[src/rtl/karatsuba2_seq_ctrl_pkg.sv]
// Shared widths and controller state encoding for the sequenced
// two-way Karatsuba carry-less multiplier.
package karatsuba2_seq_ctrl_pkg;

  localparam int W  = 163;
  localparam int LO = W / 2;
  localparam int HI = W - LO;
  localparam int PW = 2 * HI - 1;
  localparam int CW = 2 * W;

  typedef enum logic [2:0] {
    IDLE,
    MUL_HH,
    MUL_LL,
    MUL_MID,
    COMBINE,
    DONE
  } state_t;

endpackage

[src/rtl/karatsuba2_seq_ctrl_gf2_serial_mul.sv]
// Bit-serial GF(2)[x] multiplier: scans one bit of x per cycle and folds
// the shifted y into the accumulator; done pulses once p is complete.
module gf2_serial_mul #(
  parameter int K = 82
) (
  input  logic           clk,
  input  logic           rst,
  input  logic           start,
  input  logic [K-1:0]   x,
  input  logic [K-1:0]   y,
  output logic           done,
  output logic [2*K-2:0] p
);

  localparam int CNT_W = $clog2(K);
  localparam logic [CNT_W-1:0] LAST = CNT_W'(K - 1);

  logic [K-1:0]     xr;
  logic [K-1:0]     yr;
  logic [CNT_W-1:0] cnt;
  logic             running;
  logic [2*K-2:0]   acc;

  function automatic logic [2*K-2:0] term(input logic sel, input logic [K-1:0] v,
                                           input logic [CNT_W-1:0] sh);
    logic [2*K-2:0] ext;
    ext = {{(K-1){1'b0}}, v};
    return sel ? (ext << sh) : '0;
  endfunction

  // Bit 0 is folded in on the start edge so a full product takes K edges.
  always_ff @(posedge clk) begin
    if (rst) begin
      acc     <= '0;
      cnt     <= '0;
      running <= 1'b0;
      done    <= 1'b0;
    end else if (start) begin
      acc     <= term(x[0], y, '0);
      cnt     <= CNT_W'(1);
      running <= 1'b1;
      done    <= 1'b0;
    end else if (running) begin
      acc <= acc ^ term(xr[cnt], yr, cnt);
      if (cnt == LAST) begin
        running <= 1'b0;
        cnt     <= '0;
        done    <= 1'b1;
      end else begin
        cnt <= cnt + 1'b1;
      end
    end else begin
      done <= 1'b0;
    end
  end

  always_ff @(posedge clk) begin
    if (start) begin
      xr <= x;
      yr <= y;
    end
  end

  assign p = acc;

endmodule

[src/rtl/karatsuba2_seq_ctrl.sv]
// Sequenced Karatsuba controller: runs hh, ll and mid products through one
// shared serial multiplier, then XOR-recombines them into c.
module karatsuba2_seq_ctrl
  import karatsuba2_seq_ctrl_pkg::*;
(
  input  logic          clk,
  input  logic          rst,
  input  logic          in_valid,
  output logic          in_ready,
  input  logic [W-1:0]  a,
  input  logic [W-1:0]  b,
  output logic          out_valid,
  input  logic          out_ready,
  output logic [CW-1:0] c,
  output logic          busy
);

  state_t state, state_nx;

  logic [HI-1:0] ah, al, bh, bl;
  logic          accept;
  logic          kick;
  logic          sub_start;
  logic          sub_done;
  logic [HI-1:0] sub_x, sub_y;
  logic [PW-1:0] sub_p;
  logic [PW-1:0] p_hh, p_ll, p_mid;

  function automatic logic [CW-1:0] recombine(input logic [PW-1:0] hh,
                                              input logic [PW-1:0] ll,
                                              input logic [PW-1:0] mid);
    logic [CW-1:0] eh, el, em;
    eh = CW'(hh);
    el = CW'(ll);
    em = CW'(mid ^ hh ^ ll);
    return (eh << (2 * LO)) ^ (em << LO) ^ el;
  endfunction

  assign accept = (state == IDLE) && in_valid;

  always_ff @(posedge clk) begin
    if (rst) state <= IDLE;
    else     state <= state_nx;
  end

  always_comb begin
    state_nx = state;
    case (state)
      IDLE:    if (accept)    state_nx = MUL_HH;
      MUL_HH:  if (sub_done)  state_nx = MUL_LL;
      MUL_LL:  if (sub_done)  state_nx = MUL_MID;
      MUL_MID: if (sub_done)  state_nx = COMBINE;
      COMBINE:                state_nx = DONE;
      DONE:    if (out_ready) state_nx = IDLE;
      default:                state_nx = IDLE;
    endcase
  end

  // The first product is kicked one cycle after acceptance from the latched
  // operands; later products start on the same edge the previous one is stored.
  always_comb begin
    in_ready  = 1'b0;
    out_valid = 1'b0;
    busy      = 1'b1;
    sub_start = 1'b0;
    sub_x     = ah;
    sub_y     = bh;
    case (state)
      IDLE: begin
        in_ready = 1'b1;
        busy     = 1'b0;
      end
      MUL_HH: begin
        sub_start = kick | sub_done;
        if (!kick) begin
          sub_x = al;
          sub_y = bl;
        end
      end
      MUL_LL: begin
        sub_start = sub_done;
        sub_x     = ah ^ al;
        sub_y     = bh ^ bl;
      end
      DONE:    out_valid = 1'b1;
      default: ;
    endcase
  end

  always_ff @(posedge clk) begin
    if (accept) begin
      ah <= a[W-1:LO];
      al <= {{(HI-LO){1'b0}}, a[LO-1:0]};
      bh <= b[W-1:LO];
      bl <= {{(HI-LO){1'b0}}, b[LO-1:0]};
    end
  end

  always_ff @(posedge clk) begin
    if (rst) begin
      kick  <= 1'b0;
      p_hh  <= '0;
      p_ll  <= '0;
      p_mid <= '0;
      c     <= '0;
    end else begin
      kick <= accept;
      if (sub_done) begin
        case (state)
          MUL_HH:  p_hh  <= sub_p;
          MUL_LL:  p_ll  <= sub_p;
          MUL_MID: p_mid <= sub_p;
          default: ;
        endcase
      end
      if (state == COMBINE) c <= recombine(p_hh, p_ll, p_mid);
    end
  end

  gf2_serial_mul #(
    .K (HI)
  ) u_mul (
    .clk   (clk),
    .rst   (rst),
    .start (sub_start),
    .x     (sub_x),
    .y     (sub_y),
    .done  (sub_done),
    .p     (sub_p)
  );

endmodule
[config.mk]
export PLATFORM = sky130hd
export DESIGN_NAME = karatsuba2_seq_ctrl
export DESIGN_NICKNAME = d
export VERILOG_FILES = /design/src/rtl/karatsuba2_seq_ctrl_pkg.sv /design/src/rtl/karatsuba2_seq_ctrl_gf2_serial_mul.sv /design/src/rtl/karatsuba2_seq_ctrl.sv
export SDC_FILE = /design/constraint.sdc
export NUM_CORES = 2
export LEC_CHECK = 0
export ABC_AREA = 1
export CORE_UTILIZATION = 39
export DETAILED_ROUTE_END_ITERATION = 8
export SLEW_MARGIN = 20
export SYNTH_ARGS = -nofsm -noshare
export SYNTH_HDL_FRONTEND = slang
export SYNTH_SLANG_ARGS = --single-unit
export TNS_END_PERCENT = 50
[constraint.sdc]
create_clock -name clk -period 16.6 [get_ports clk]
set_input_delay 1.66 -clock clk [delete_from_list [all_inputs] [get_ports clk]]
set_output_delay 1.66 -clock clk [all_outputs]
set_load 0.005 [all_outputs]
== Yosys cells after proc, flatten, opt, wreduce, memory -nomap -nowiden ==
Index checks and enable logic that the tools add are counted.
Word-level totals
  output and inout bits: 329
  register bits after elaboration: 1481
  input port bits: 330
Cells by class
  mux-type cells: 26
  bitwise operators: 9
  $add $sub $neg: 1
  shifts and indexed selects: 1
  equality and inequality tests: 11
  reductions and logical operators: 9
  order comparisons: 1
Operator list (count)
  two-way mux 163 bit: 3
  XOR 163 bit: 3
  one-hot mux 82 bit (2 select lines): 2
  XOR 325 x 163 -> 325 bit: 1
  XOR 325 x 244 -> 325 bit: 1
  two-way mux 82 bit: 3
  XOR 82 x 81 -> 82 bit: 2
  << shifter 82 x 7 -> 163 bit: 1
  one-hot mux 3 bit (6 select lines): 1
  two-way mux 3 bit: 5
  two-way mux 1 bit: 9
  < comparator 7 x 8 -> 1 bit, second input constant: 1
  adder 7 x 1 -> 7 bit, second input constant: 1
  binary-select mux 1 bit (select 7 bit): 1
  == test 7 bit, second input constant: 1
  two-way mux 7 bit: 1
  == test 3 x 2 -> 1 bit, second input constant: 2
  == test 3 bit, second input constant: 2
  inequality test 2 x 1 -> 1 bit, second input constant: 3
  AND reduction 2 bit: 3
  AND reduction 5 bit: 1
  inequality test 2 bit, second input constant: 2
  == test 3 x 1 -> 1 bit, second input constant: 1
  logical NOT 3 bit: 1
  7 further kinds: 7

== Longest topological paths before layout ==
  word-level depth: 6
  mapped depth: 21
  depth with buffers taken out: 17

== By module ==
A second synthesis with hierarchy kept.
Unflattened totals
  cell total of the unflattened synthesis: 9290
  area, all modules: 70323.7 um^2
By module, submodules not included
  karatsuba2_seq_ctrl: times used 1, cells each 5770, seq. area each 26165.1 um^2, area each 47981.0 um^2
  gf2_serial_mul: times used 1, cells each 3520, seq. area each 8368.0 um^2, area each 22342.7 um^2

== Worst setup path before layout ==
No wires, ideal clock.
  path type: input to register
  from: input in_valid
  to: register ah[0], enable pin
  cell stages on the path: 2
  path buffers: 0
  arrival: 15.093 ns
  library setup time: 1.020 ns
  setup slack: 0.487 ns
  cells stage by stage: inv_1 > nor2_1
Between the ends
  cells in the longest elaborated chain, start to end: 1
Ends and longest elaborated chain
  start: declaration: line karatsuba2_seq_ctrl.sv:8  | input logic in_valid,
  logical AND 1 bit: line karatsuba2_seq_ctrl.sv:39  | assign accept = (state == IDLE) && in_valid;
  net accept: line karatsuba2_seq_ctrl.sv:21  | logic accept;
  end signal: assignment: line karatsuba2_seq_ctrl.sv:92  | ah <= a[W-1:LO];
  end: declaration: line karatsuba2_seq_ctrl.sv:20  | logic [HI-1:0] ah, al, bh, bl;
The timed path passes the listed nets, and every way through them passes these cells.
A chain may end at the register's enable or synchronous reset.

== Worst setup path in the final report ==
  from: register state[1]
  to: register u_mul.acc[14], in the netlist u_mul.p[14]
Between the ends
  cells in the longest elaborated chain, start to end: 4
  elaborated cells between the ends (all ways): 8
Ends and longest elaborated chain
  start: declaration: line karatsuba2_seq_ctrl.sv:18  | state_t state, state_nx;
  start signal: assignment: line karatsuba2_seq_ctrl.sv:43  | else state <= state_nx;
  == test 3 x 2 -> 1 bit / == test 3 x 1 -> 1 bit (equally long branches): line karatsuba2_seq_ctrl.sv:68  | case (state)
  one-hot mux 82 bit (2 select lines): line karatsuba2_seq_ctrl.sv:68
  two-way mux 82 bit: line karatsuba2_seq_ctrl_gf2_serial_mul.sv:28  | return sel ? (ext << sh) : '0;
  two-way mux 163 bit: line karatsuba2_seq_ctrl_gf2_serial_mul.sv:38  | end else if (start) begin
  end signal: assignment: line karatsuba2_seq_ctrl_gf2_serial_mul.sv:39  | acc <= term(x[0], y, '0);
  end signal: assignment: line karatsuba2_seq_ctrl_gf2_serial_mul.sv:44  | acc <= acc ^ term(xr[cnt], yr, cnt);
  end: declaration: line karatsuba2_seq_ctrl_gf2_serial_mul.sv:22  | logic [2*K-2:0] acc;
Several ways; a longest one is shown, not always the timed one.

==> key figures <==
Setup path
  • CP max FO: 70
  • Critical path data arrival time: ~6.3 ns
  • Worst endpoint required time: approximately 17 ns
  • Largest stage delay, worst path: 0.76 ns
  • Crit-path slowest cell: buf_4
  • Cell Chain, Critical Path: inv_1 > nor2_1 > nand2_4 > nor2_4 > buf_4 > inv_1 > nand2_4 > buf_4 > buf_4 > inv_2 > buf_4 > buf_16 > nand3_1 > a21oi_1
  • Most frequent CP cell: buf_4
  • Setup CP Type: reg2reg
  • Critical Path End Type: flip-flop
  • Setup crit start kind: flip-flop

Synthesis
  • Post-Syn Area: between 0.06 and 0.07 mm²
  • Avg Cell Area, Syn: between 8 and 9 µm²
  • Synth Register Bits: roughly 1500
  • Largest cells by area after synthesis: dfxtp_1, edfxtp_1, o21ai_0
  • Synth top area share: 29.45%
  • Primary FF master, synth: dfxtp_1
  • Synth area leader: dfxtp_1
  • Seq/Total Area, Yosys: 51.32%
  • Post-synthesis async set-or-reset flop share: 0%
  • Syn_nets: ~8400
  • Post-Syn Instances: approximately 8000
  • Ys Warns: 0
  • Synth cell types: 47
  • Post-synth EDFFs: 490

STA
  • FMAX: between 150 and 200 MHz
  • Max Slew Vio Count: 0
  • RSZ-0062 raised after global routing: no
  • Final Hold Fails: 0
  • Final Cycle Share: about a third
  • Post-route setup slack: between 10 and 15 ns
  • Count of final setup violators: 0
  • Clk_skew: ~0.036 ns
  • Final min period: between 5 and 6 ns
  • Worst Max-Slew Pin Slew: approximately 1.2 ns
  • Relative slew slack: a little under a fifth
  • Final setup TNS: 0 ns

Global routing
  • Vias in the first global route: 54270
  • Largest net degree at the start of global routing: 294
  • GR Overflow Total: 0
  • Initial antenna violation count: 18
  • First-pass GRT wire length: ~360000 µm
  • Gr usage total: ~27%

Route
  • First-pass iteration count of the detailed router: 6
  • Final ANT Viol Nets: 0
  • Routed WL per cell: roughly 23 µm
  • Metal-1 WL: roughly 110000 µm
  • WL final: approximately 250000 µm
  • Initial drt markers: roughly 6600
  • Top Layer Used: met5
  • Vias per inst: 5.456
  • Post-route DRC: 0
  • Routed vias: around 59000
  • Met3 wire len: about 18000 µm
  • Total length of routed met2 wires: between 100000 and 150000 µm

Layout
  • Post-layout nets: around 9000
  • Share of layout cells above drive strength 1: under 10%
  • Commonest non-fill, non-tap cell in the layout: o21ai_0
  • Most frequent cells in the layout: o21ai_0, nand2_1, dfxtp_1
  • Synth-to-layout area growth: 19.55%

Min path
  • Worst hold path class: reg2reg

Clocking
  • CTS Hold Bufs: 0
  • Root buffer cell: clkbuf_16
  • CTS sink cnt: 1480
  • CTS Buffer Depth: 3
  • Clk_lat worst skew: 0.84 ns
  • CTS H-tree depth: 4
  • Setup Buffers After CTS: 0
  • Reg clk slew, reported paths: ~0.06 ns
  • TritonCTS Buffers: 163
  • TritonCTS clock tree: yes
  • CTS resizes: 0

Floorplanning
  • # IOs: ~660
  • Die Span X: 417.4 µm
  • Total core area: roughly 0.17 mm²
  • Die footprint: between 0.15 and 0.2 mm²
  • Starting Density: between 30% and 40%
  • Die H: between 400 and 500 µm
  • Row count: 152

Power and ir drop
  • PwrDens: between 100 and 150 mW/mm²
  • Leakage: 0.03120 µW
  • Worst vdd ir: between 0.1 and 0.15 mV

Placement
  • Port bufs: ~660
  • Detailed placement HPWL: about 180000 µm
  • Worst slack, placed: ~10 ns
  • Final GP Congestion: approximately 1

Run status
  • Status: completed

Flow run
  • Max_cap viols: 0
## path summary, 6_finish.rpt
| check | start | end | slack [ns] | cells past startpoint |
|---|---|---|---|---|
| max | state[1] | u_mul.p[14] | 10.96 | 14 |
| min | p_mid[103] | p_mid[103] | 0.46 | 2 |
| max reg2reg | state[1] | u_mul.p[14] | 10.96 | 14 |
| min reg2reg | p_mid[103] | p_mid[103] | 0.46 | 2 |
## flip-flops by register name (all words and copies together), names as in the netlist
register and count:
state 3, u_mul.cnt 7, c 325, u_mul.running 1, u_mul.p 163, u_mul.done 1
bl 81, u_mul.yr 82, u_mul.xr 82, ah 82, bh 82, al 81
p_hh 163, kick 1, p_ll 163, p_mid 163
## logic make-up (layout without fill, tap and decap cells)
family	count (synthesis)	in the layout	synth area share, %
compound gates	2186	2186	17.85
xor+xnor	471	471	6.130
fa+ha+maj	2	2	0.03718
buf+inv	1284	1719	7.582
flops	1480	1480	51.32
other cells	1	6	0.005573
simple gates	2687	2687	17.07
## worst max-delay path: cells and delay by family, from the launching register on
family	cells	cell delay (ns)
buffers and inverters	8	3.12
DFF	1	0.40
and+or+nand+nor	5	1.64
AOI/OAI and AO/OA	1	0.07
## synthesized netlist by cell type, drive strengths merged, types with 4 or more instances
library cell  count
nand2          1087
a31oi            81
clkinv            5
nand3           973
a22oi            82
nor3              7
clkbuf          435
xnor2           467
a21oi           629
o21ai          1128
or2               5
nor2            562
o22ai             4
buf             154
xor2              4
edfxtp          490
dfxtp           990
o211ai          169
a22o             80
inv             690
nand4            49
## metal layers
layer / GRT usage (%) / vias up
li1: - / 28230
met1: 39.05 / 28340
met2: 41.76 / 2302
met3: 4.912 / 370
met4: 9.201 / 20
met5: 0 / -
## cell type report
class | count | area, µm²
flip-flops and latches | 1480 | 34550
clock inverters | 52 | 605.6
diodes | 5 | 12.51
clock buffers | 243 | 4845
inverters | 695 | 2630
well taps | 2310 | 2890
repair buffers | 729 | 7169
multi-input cells | 5347 | 27750
fillers | 16670 | 91100
## stage by stage
| stage | cells | hold WS (ns) | cell area, µm² | utilization (%) | total power (µW) |
|---|---|---|---|---|---|
| 6_report | 10860 | 0.4578 | 80450 | 46.90 | 11870 |
| 2_1_floorplan | 8111 | 0.4353 | 67290 | - | 6743 |
| 3_5_place_dp | 10560 | 0.4493 | 74950 | 43.69 | 8263 |
| 5_1_grt | 10860 | 0.4707 | 80440 | 46.89 | 12470 |
| 3_3_place_gp | 10560 | 0.4449 | 74950 | 43.69 | 8200 |
| 4_1_cts | 10860 | 0.4584 | 80400 | 46.87 | 11940 |
## power breakdown
| group | switching (µW) | internal (µW) |
|---|---|---|
| clock network | 1530 | 2140 |
| logic | 2180 | 1200 |
| registers | 353 | 4470 |
| total | 4070 | 7800 |
Note: power is estimated with default switching activity, not from simulation.
